--- src/rtl/gpio_display_pkg.sv ---
// Shared types and constants for the GPIO decimal display.
package gpio_display_pkg;

    localparam int NDIG = 8;   // digits shown on the HEX pins
    localparam int NBCD = 10;  // BCD digits needed for a full 32-bit value

    typedef enum logic [1:0] {
        IDLE  = 2'd0,
        SHIFT = 2'd1,
        DONE  = 2'd2
    } state_t;

    // Active-low segment patterns, bit order {g,f,e,d,c,b,a}.
    localparam logic [6:0] SEG_BLANK = 7'b1111111;
    localparam logic [6:0] SEG_DIGIT [10] = '{
        7'b1000000,  // 0
        7'b1111001,  // 1
        7'b0100100,  // 2
        7'b0110000,  // 3
        7'b0011001,  // 4
        7'b0010010,  // 5
        7'b0000010,  // 6
        7'b1111000,  // 7
        7'b0000000,  // 8
        7'b0010000   // 9
    };

endpackage

--- src/rtl/gpio_display_hexto7seg.sv ---
// One BCD code to one active-low seven-segment pattern; codes 10-15 are blank.
module hexto7seg
    import gpio_display_pkg::*;
(
    input  logic [3:0] code,
    output logic [6:0] seg
);

    // Pure lookup; anything that is not a decimal digit lights nothing.
    always_comb begin
        seg = SEG_BLANK;
        case (code)
            4'd0: seg = SEG_DIGIT[0];
            4'd1: seg = SEG_DIGIT[1];
            4'd2: seg = SEG_DIGIT[2];
            4'd3: seg = SEG_DIGIT[3];
            4'd4: seg = SEG_DIGIT[4];
            4'd5: seg = SEG_DIGIT[5];
            4'd6: seg = SEG_DIGIT[6];
            4'd7: seg = SEG_DIGIT[7];
            4'd8: seg = SEG_DIGIT[8];
            4'd9: seg = SEG_DIGIT[9];
            default: seg = SEG_BLANK;
        endcase
    end

endmodule

--- src/rtl/gpio_display.sv ---
// Watches the CPU gpio_out word, converts each new value to decimal with a
// sequential double-dabble engine, and drives eight active-low HEX digits.
module gpio_display
    import gpio_display_pkg::*;
#(
    parameter bit BLANK_LEADING = 1'b1
) (
    input  logic        clk,
    input  logic        rst,
    input  logic [31:0] value,
    output logic [6:0]  hex0,
    output logic [6:0]  hex1,
    output logic [6:0]  hex2,
    output logic [6:0]  hex3,
    output logic [6:0]  hex4,
    output logic [6:0]  hex5,
    output logic [6:0]  hex6,
    output logic [6:0]  hex7,
    output logic        ovf,
    output logic        busy
);

    state_t       state_q, state_d;
    logic [31:0]  captured_q, captured_d;
    logic [31:0]  bin_q, bin_d;
    logic [39:0]  bcd_q, bcd_d;
    logic [5:0]   cnt_q, cnt_d;
    logic [31:0]  digits_q, digits_d;
    logic         ovf_q, ovf_d;
    logic         busy_q, busy_d;

    logic [39:0]  bcd_adj;
    logic [71:0]  shifted;
    logic [3:0]   digit_code [NDIG];
    logic [6:0]   seg_raw    [NDIG];
    logic [6:0]   seg_out    [NDIG];

    // State and datapath registers; reset aborts any conversion in flight.
    always_ff @(posedge clk or posedge rst) begin
        if (rst) begin
            state_q    <= IDLE;
            captured_q <= '0;
            bin_q      <= '0;
            bcd_q      <= '0;
            cnt_q      <= '0;
            digits_q   <= '0;
            ovf_q      <= 1'b0;
            busy_q     <= 1'b0;
        end else begin
            state_q    <= state_d;
            captured_q <= captured_d;
            bin_q      <= bin_d;
            bcd_q      <= bcd_d;
            cnt_q      <= cnt_d;
            digits_q   <= digits_d;
            ovf_q      <= ovf_d;
            busy_q     <= busy_d;
        end
    end

    // Next-state: a new value starts 32 shifts, then one cycle to publish.
    always_comb begin
        state_d = state_q;
        case (state_q)
            IDLE:    if (value != captured_q) state_d = SHIFT;
            SHIFT:   if (cnt_q == 6'd31)      state_d = DONE;
            DONE:    state_d = IDLE;
            default: state_d = IDLE;
        endcase
    end

    // Double-dabble correction: any BCD nibble of 5 or more gets +3 before the shift.
    always_comb begin
        bcd_adj = '0;
        for (int i = 0; i < NBCD; i++) begin
            bcd_adj[i*4 +: 4] = (bcd_q[i*4 +: 4] >= 4'd5) ? bcd_q[i*4 +: 4] + 4'd3
                                                           : bcd_q[i*4 +: 4];
        end
        shifted = {bcd_adj, bin_q} << 1;
    end

    // Datapath updates per state; the display registers change only in DONE.
    always_comb begin
        captured_d = captured_q;
        bin_d      = bin_q;
        bcd_d      = bcd_q;
        cnt_d      = cnt_q;
        digits_d   = digits_q;
        ovf_d      = ovf_q;
        case (state_q)
            IDLE: begin
                if (value != captured_q) begin
                    captured_d = value;
                    bin_d      = value;
                    bcd_d      = '0;
                    cnt_d      = '0;
                end
            end
            SHIFT: begin
                bcd_d = shifted[71:32];
                bin_d = shifted[31:0];
                cnt_d = cnt_q + 6'd1;
            end
            DONE: begin
                digits_d = bcd_q[31:0];
                ovf_d    = |bcd_q[39:32];
            end
            default: ;
        endcase
        busy_d = (state_d != IDLE);
    end

    for (genvar k = 0; k < NDIG; k++) begin : g_dig
        assign digit_code[k] = digits_q[k*4 +: 4];
        hexto7seg u_seg (
            .code (digit_code[k]),
            .seg  (seg_raw[k])
        );
    end

    // Leading-zero blanking from the top digit down; hex0 always shows.
    always_comb begin
        logic upper_nz;
        upper_nz = 1'b0;
        for (int k = 0; k < NDIG; k++) seg_out[k] = seg_raw[k];
        for (int k = NDIG - 1; k >= 1; k--) begin
            upper_nz = upper_nz | (digit_code[k] != 4'd0);
            if (BLANK_LEADING && !ovf_q && !upper_nz) seg_out[k] = SEG_BLANK;
        end
    end

    assign hex0 = seg_out[0];
    assign hex1 = seg_out[1];
    assign hex2 = seg_out[2];
    assign hex3 = seg_out[3];
    assign hex4 = seg_out[4];
    assign hex5 = seg_out[5];
    assign hex6 = seg_out[6];
    assign hex7 = seg_out[7];
    assign ovf  = ovf_q;
    assign busy = busy_q;

endmodule

--- config.mk ---
export PLATFORM = sky130hd
export DESIGN_NAME = gpio_display
export DESIGN_NICKNAME = d
export VERILOG_FILES = /design/src/rtl/gpio_display_pkg.sv /design/src/rtl/gpio_display_hexto7seg.sv /design/src/rtl/gpio_display.sv
export SDC_FILE = /design/constraint.sdc
export NUM_CORES = 1
export LEC_CHECK = 0
export BUFFER_PORTS_ARGS = -buffer_cell sky130_fd_sc_hd__buf_4
export CAP_MARGIN = 20
export CORE_UTILIZATION = 30
export CTS_CLUSTER_SIZE = 25
export DETAILED_ROUTE_END_ITERATION = 6
export PLACE_DENSITY_LB_ADDON = 0.25
export RECOVER_POWER = 100
export SETUP_SLACK_MARGIN = 0.3
export SYNTH_ARGS = -nofsm -noshare
export SYNTH_HDL_FRONTEND = slang
export SYNTH_SLANG_ARGS = --single-unit
--- constraint.sdc ---
create_clock -name clk -period 5.95 [get_ports clk]
set_input_delay 1.19 -clock clk [delete_from_list [all_inputs] [get_ports clk]]
set_output_delay 1.19 -clock clk [all_outputs]
set_load 0.005 [all_outputs]
==> results_dict.tcl, run 1 <==
set metrics [dict create \
    worst_ir_drop_vdd_uv 157 \
    post-place-cells 1396 \
    clock-root-buffer "sky130_fd_sc_hd__clkbuf_16" \
    synth_area_per_cell_um2 9.43 \
    finalClockSkew_ps 10.7 \
    muxShareOfSynthArea 0.118 \
    gp_routability_congestion 0.761 \
    cts_setup_buffers 0 \
    drt.antenna.violating_nets 0 \
    setup.worst_path.start_class "flop" \
    layout_min_cycle_time_ps 4620 \
    number_of_cells_in_the_finished_layout_apart_from_fillers 1429 \
    cellPowerDensity_mw_per_mm2 266 \
    routed_wirelength_um 18800 \
    floorplan.die.height_um 175 \
    worstPathRequired_ps 4760 \
    finalPower_mw 2.75 \
    synth-adder-area-share 0.0805 \
    ys.flop_type "sky130_fd_sc_hd__dfrtp_1" \
    fin_tns_setup_ps 0 \
    p_leak_nw 4.66 \
    max_slew.worst_pin.slew_ps 2940 \
    path_class "reg -> out" \
    layout-drive-gt1-share 0.141 \
    layout.filler_cells 3109 \
    mostFrequentLayoutCell "sky130_fd_sc_hd__nand2_1" \
    placement.io_buffers 91 \
    cts_inserted_buffers 17 \
    hp-class "reg -> reg" \
    timing.critical_path.fanout_max 7 \
    cp.arrival_ps 3430 \
    synth-simple-area-share 0.153 \
    first_pass_iters 4 \
    post_drt_via_cell_ratio 4.65 \
    dr.first_iter.drc_count 251 \
    top_level_ports 92 \
    violations "max-capacitance violations, max-slew violations" \
    synth_xor_area_frac 0.0466 \
    num_rows 63 \
    initial_util 0.305 \
    grt_antenna_before_repair 0 \
    clock_pin_slew_on_the_worst_setup_and_hold_paths_ps 60 \
    yosys_warnings 0 \
    synthesized_flop_and_latch_total 146 \
    clock_sinks 146 \
    report.final.setup_viol 0 \
    timing_max_transition_violations_final 271 \
    detail_route.drc_violations 0 \
    post_synth_instance_area_mm2 0.00901 \
    timing_hold_violations_final 0 \
    synth_enable_flop_cells 0 \
    rsz0062_at_grt "no" \
    cts.repair.resized 0 \
    clock_insertion_delay_worst_skew_ps 420 \
    clock_tree.htree_level_count 4 \
    category_of_the_worst_setup_path_capture_point "output pin" \
    grt_use_total 0.130 \
    synth.lib_cells_used.distinct 50 \
    holdBufCountCts 0 \
    synth_top_family_by_area "simple AND/OR/NAND/NOR gates" \
    die_width_um 175 \
    status "finished, violations left" \
    synth_compound_area_frac 0.138 \
    post_synthesis_net_count 1048 \
    antenna_cells_inserted 0 \
    async_flop_share 1.00 \
    finalNetCount 1118 \
    post_dp_hpwl_um 12900 \
    ys_seq_area_frac 0.405 \
    cap_violations 6 \
    layout.cells.most_common_list "sky130_fd_sc_hd__nand2_1, sky130_fd_sc_hd__dfrtp_1, sky130_fd_sc_hd__o21ai_0" \
    routed_wire_length_per_instance_um 13.1 \
    timing.fmax_mhz 216 \
    total_congestion_overflow_after_global_routing 0 \
    worst_hold_slack_ps 492 \
    area_growth_syn_to_layout_pct 14.8 \
    dr_total_vias 6639 \
    fin_crit_sh 0.777 \
    first_global_vias 6558 \
    floorplan.die_area_mm2 0.0307 \
    core-area_mm2 0.0296 \
    cts.path.max_buffers 2 \
    grt_max_degree 67 \
    worst_slew_margin_rel -0.961 \
    grt_first_pass_wirelength_um 32600 \
    synth_cells 956 \
    cts_tree "built" \
]
==> flip-flops by register name, summed over array words and instances (netlist names) <==
register,cells
bcd_q,40
bin_q,32
busy,1
captured_q,32
cnt_q,6
digits_q,32
ovf,1
state_q,2
==> where the power goes <==
| group | internal [mW] | switching [mW] |
|---|---|---|
| registers | 1.06 | 0.0637 |
| logic | 0.229 | 0.241 |
| clock network | 0.724 | 0.430 |
| total | 2.02 | 0.735 |
==> cell families (layout without fill, tap and decap cells) <==
kind of cell / Yosys count / count (layout)
simple gates: 295 / 295
buf+inv: 120 / 203
flops: 146 / 146
fa+ha+maj: 58 / 58
mux: 76 / 76
xor+xnor: 48 / 48
compound gates: 213 / 213
==> per-stage QoR <==
step / instance area (um^2) / util / worst slack, ps
3_3_place_gp: 9990 / 0.338 / 2280
5_1_grt: 10300 / 0.350 / 790
2_1_floorplan: 9010 / - / 837
6_report: 10300 / 0.350 / 1330
3_5_place_dp: 9990 / 0.338 / 2200
4_1_cts: 10600 / 0.360 / 1730
==> worst paths after layout <==
kind / start / to / slack (ps) / depth (start not counted)
worst min register to register: bin_q[4] / bin_q[4] / 490 / 1
min in group asynchronous: rst / bin_q[7] / 1130 / 2
worst max register to register: state_q[0] / bin_q[6] / 2260 / 6
worst min-delay path: bin_q[4] / bin_q[4] / 490 / 1
worst max-delay path: digits_q[29] / hex1[2] / 1330 / 8
max in group asynchronous: rst / state_q[0] / 3440 / 3
==> worst max-delay path, stage by stage (launching register included) <==
cell and delay [ps]:
sky130_fd_sc_hd__dfrtp_1 420, sky130_fd_sc_hd__inv_1 120, sky130_fd_sc_hd__ha_1 250, sky130_fd_sc_hd__nor4b_1 540, sky130_fd_sc_hd__nand4_1 510, sky130_fd_sc_hd__nor4_1 610, sky130_fd_sc_hd__nand2_1 220, sky130_fd_sc_hd__o311ai_0 160
sky130_fd_sc_hd__buf_4 180
==> layout make-up <==
| class | count | area [um^2] | share of cell area |
|---|---|---|---|
| multi-input cells | 690 | 4590 | 0.443 |
| flip-flops and latches | 146 | 3650 | 0.353 |
| repair buffers | 99 | 713 | 0.0689 |
| well taps | 390 | 488 | 0.0472 |
| clock buffers | 19 | 453 | 0.0438 |
| inverters | 72 | 272 | 0.0262 |
| clock inverters | 13 | 181 | 0.0175 |
==> cell usage after synthesis, types with 10 or more instances <==
master	number	area, um^2
sky130_fd_sc_hd__nand2b_1	20	125
sky130_fd_sc_hd__inv_1	71	267
sky130_fd_sc_hd__o22ai_1	19	119
sky130_fd_sc_hd__xnor2_1	48	420
sky130_fd_sc_hd__nand2_1	178	668
sky130_fd_sc_hd__o211ai_1	10	75.1
sky130_fd_sc_hd__a31oi_1	12	75.1
sky130_fd_sc_hd__clkbuf_1	34	128
sky130_fd_sc_hd__mux2_4	59	886
sky130_fd_sc_hd__a21oi_1	39	195
sky130_fd_sc_hd__buf_6	10	113
sky130_fd_sc_hd__nor4_1	12	75.1
sky130_fd_sc_hd__nor2b_1	12	75.1
sky130_fd_sc_hd__o21ai_0	109	546
sky130_fd_sc_hd__nor2_1	27	101
sky130_fd_sc_hd__ha_1	58	726
sky130_fd_sc_hd__dfrtp_1	146	3650
==> metal layers <==
| layer | track usage | share of wire | vias to the layer above |
|---|---|---|---|
| met4 | 0.0380 | 0.013 | 0 |
| met1 | 0.174 | 0.48 | 3144 |
| met2 | 0.206 | 0.46 | 95 |
| li1 | - | - | 3378 |
| met5 | 0 | 0 | - |
| met3 | 0.0357 | 0.046 | 22 |
No activity file was read; power rests on OpenSTA's default activity.
==> inputs of run 2 (changes only) <==
--- a/config.mk
+++ b/config.mk
@@ -5,6 +5,7 @@
 export SDC_FILE = /design/constraint.sdc
 export NUM_CORES = 1
 export LEC_CHECK = 0
+export ABC_AREA = 1
 export BUFFER_PORTS_ARGS = -buffer_cell sky130_fd_sc_hd__buf_4
 export CAP_MARGIN = 20
 export CORE_UTILIZATION = 30
==> constraint.sdc (replaced) <==
create_clock -name clk -period 4 [get_ports clk]
set_input_delay 0.8 -clock clk [delete_from_list [all_inputs] [get_ports clk]]
set_output_delay 0.8 -clock clk [all_outputs]
set_load 0.005 [all_outputs]
==> results_dict.tcl, run 2 <==
set metrics [dict create \
    status "finished, violations left" \
    violations "max-capacitance violations, max-slew violations" \
    grt_antenna_before_repair 0 \
    synth_enable_flop_cells 0 \
    clock-root-buffer "sky130_fd_sc_hd__clkbuf_16" \
    post_drt_via_cell_ratio 4.47 \
    cts.path.max_buffers 2 \
    muxShareOfSynthArea 0 \
    post_synth_instance_area_mm2 0.00877 \
    clock_pin_slew_on_the_worst_setup_and_hold_paths_ps 70 \
    multi_input_comb_area_mm2 0.00437 \
    registers.top_by_ff_count "bcd_q" \
    timing.critical_path.fanout_max 6 \
    cts_setup_buffers 0 \
    worstPathRequired_ps 3200 \
    synth_compound_area_frac 0.142 \
    async_flop_share 1.00 \
    synth_top_family_by_area "simple AND/OR/NAND/NOR gates" \
    setup.worst_path.start_class "flop" \
    detail_route.drc_violations 0 \
    clock_insertion_delay_worst_skew_ps 420 \
    area_growth_syn_to_layout_pct 17.1 \
    ff_latch_area_mm2 0.00365 \
    fin_tns_setup_ps 0 \
    worst_slack_ps 706 \
    routed_wire_length_per_instance_um 11.6 \
    synthesized_flop_and_latch_total 146 \
    grt_first_pass_wirelength_um 32700 \
    synth-simple-area-share 0.241 \
    synth_xor_area_frac 0.0320 \
    dp_worst_setup_slack_ps 1230 \
    worst_hold_slack_ps 375 \
    ys.flop_type "sky130_fd_sc_hd__dfrtp_1" \
    category_of_the_worst_setup_path_capture_point "output pin" \
    clock_tree.htree_level_count 4 \
    placement.io_buffers 91 \
    die_width_um 173 \
    grt_max_degree 142 \
    finalClockSkew_ps 10.7 \
    total_congestion_overflow_after_global_routing 0 \
    cellPowerDensity_mw_per_mm2 383 \
    synthTopCellsByCount "sky130_fd_sc_hd__nand2_1, sky130_fd_sc_hd__o21ai_0, sky130_fd_sc_hd__dfrtp_1" \
    synth.lib_cells_used.distinct 30 \
    mostFrequentLayoutCell "sky130_fd_sc_hd__nand2_1" \
    cp.arrival_ps 2490 \
    routed_wirelength_um 18800 \
    max_slew.worst_pin.slew_ps 2270 \
    worstPathBufferInverterCount 5 \
    first_global_vias 6946 \
    post_dp_hpwl_um 12300 \
    yosys.area.top_type_share 0.417 \
    synth_area_per_cell_um2 7.57 \
    layout-drive-gt1-share 0.121 \
    timing.fmax_mhz 304 \
    report.final.setup_viol 0 \
    drt.antenna.violating_nets 0 \
    synthTopCellsByArea "sky130_fd_sc_hd__dfrtp_1, sky130_fd_sc_hd__nand2_1, sky130_fd_sc_hd__o21ai_0, sky130_fd_sc_hd__ha_1, sky130_fd_sc_hd__nand3_1" \
    core-area_mm2 0.0287 \
    longest_individual_stage_delay_on_the_worst_path_ps 410 \
    synth-adder-area-share 0.0828 \
    holdBufCountCts 0 \
    floorplan.die_area_mm2 0.0299 \
    synthMostInstantiatedCell "sky130_fd_sc_hd__nand2_1" \
    ys_seq_area_frac 0.417 \
    path_class "reg -> out" \
    yosys_warnings 0 \
    clock_sinks 146 \
    critical_path.most_common_cell "sky130_fd_sc_hd__inv_1" \
    timing_max_transition_violations_final 284 \
    finalNetCount 1321 \
    cap_violations 5 \
    critical_path.cell_chain "inv_1, ha_1, inv_1, nor2_1, nand3_1, nor3_1, nand2_1, inv_1, nand4_1, nand2_1, inv_1, o21ai_0, buf_4" \
    initial_util 0.305 \
    netlist.top_cell.by_area "sky130_fd_sc_hd__dfrtp_1" \
    floorplan.die.height_um 173 \
    synth_cells 1158 \
    grt_use_total 0.130 \
    top_level_ports 92 \
    dr_total_vias 7265 \
    post_synthesis_net_count 1250 \
    rsz0062_at_grt "no" \
    antenna_cells_inserted 0 \
    first_pass_iters 4 \
    gp_routability_congestion 0.759 \
    hp-class "in -> async" \
    layout.filler_cells 3047 \
    cts.repair.resized 0 \
    timing_hold_violations_final 0 \
    largest_register_ff_count 40 \
    cts_inserted_buffers 17 \
    worst_ir_drop_vdd_uv 245 \
    layout_min_cycle_time_ps 3290 \
    num_rows 62 \
    fin_crit_sh 0.823 \
    cts_tree "built" \
    worst_slew_margin_rel -0.514 \
    crit_slowest_cell "sky130_fd_sc_hd__dfrtp_1" \
    dr.first_iter.drc_count 340 \
    crit_family "simple AND/OR/NAND/NOR gates" \
    layout.cells.most_common_list "sky130_fd_sc_hd__nand2_1, sky130_fd_sc_hd__o21ai_0, sky130_fd_sc_hd__dfrtp_1" \
    p_leak_nw 5.31 \
]
==> run 2: cell types whose count changed in the layout (fill, tap and decap cells not counted), moves of 18 or more <==
cell	change
sky130_fd_sc_hd__o22ai_1	-18
sky130_fd_sc_hd__nor2_1	+23
sky130_fd_sc_hd__xnor2_1	-20
sky130_fd_sc_hd__inv_1	+54
sky130_fd_sc_hd__nand2b_1	-20
sky130_fd_sc_hd__nand2_1	+143
sky130_fd_sc_hd__nand3_1	+107
sky130_fd_sc_hd__o21ai_0	+65
sky130_fd_sc_hd__mux2_1	-58
==> run 2: kinds of logic (layout without fill, tap and decap cells) <==
logic type      Yosys count  in the layout
xor+xnor                 32             32
buf+inv                 177            261
flops                   146            146
simple gates            508            508
fa+ha+maj                58             58
compound gates          237            237
==> run 2: cell type report <==
class	instances	share of cell area
Clock inverter	15	0.0132
Timing Repair Buffer	99	0.0697
Clock buffer	17	0.0414
Inverter	130	0.0477
Sequential cell	146	0.356
Tap cell	384	0.0468
Multi-Input combinational cell	835	0.425
==> run 2: layer usage <==
metal / share of wire / up-vias / wire length, um / GRT usage
li1: - / 3884 / - / -
met1: 0.50 / 3252 / 9430 / 0.170
met2: 0.45 / 114 / 8460 / 0.215
met3: 0.038 / 15 / 723 / 0.0292
met4: 0.010 / 0 / 193 / 0.0350
met5: 0 / - / 0 / 0
==> run 2: worst paths after layout <==
check | depth (start not counted) | startpoint | slack [ps] | endpoint
max | 13 | digits_q[29] | 710 | hex1[0]
min | 2 | rst | 370 | bcd_q[1]
max reg2reg | 9 | captured_q[6] | 1270 | captured_q[2]
min reg2reg | 2 | bin_q[31] | 490 | bcd_q[0]
max in group asynchronous | 3 | rst | 1270 | digits_q[22]
min in group clk | 2 | bin_q[31] | 490 | bcd_q[0]
==> run 2: through the flow <==
stage / power (mW) / area, um^2 / std cells / utilization
6_report: 3.94 / 10300 / 1626 / 0.358
5_1_grt: 4.20 / 10300 / 1626 / 0.358
4_1_cts: 4.00 / 10300 / 1625 / 0.360
3_5_place_dp: 2.43 / 9760 / 1593 / 0.340
3_3_place_gp: 2.42 / 9760 / 1593 / 0.340
2_1_floorplan: 2.25 / 8770 / 1158 / -
==> run 2: power by group <==
group	switching, mW	internal, mW	leakage [nW]
Sequential	0.116	1.61	1.80
Combinational	0.393	0.269	3.23
Clock	0.724	0.822	0.273
Total	1.23	2.70	5.31
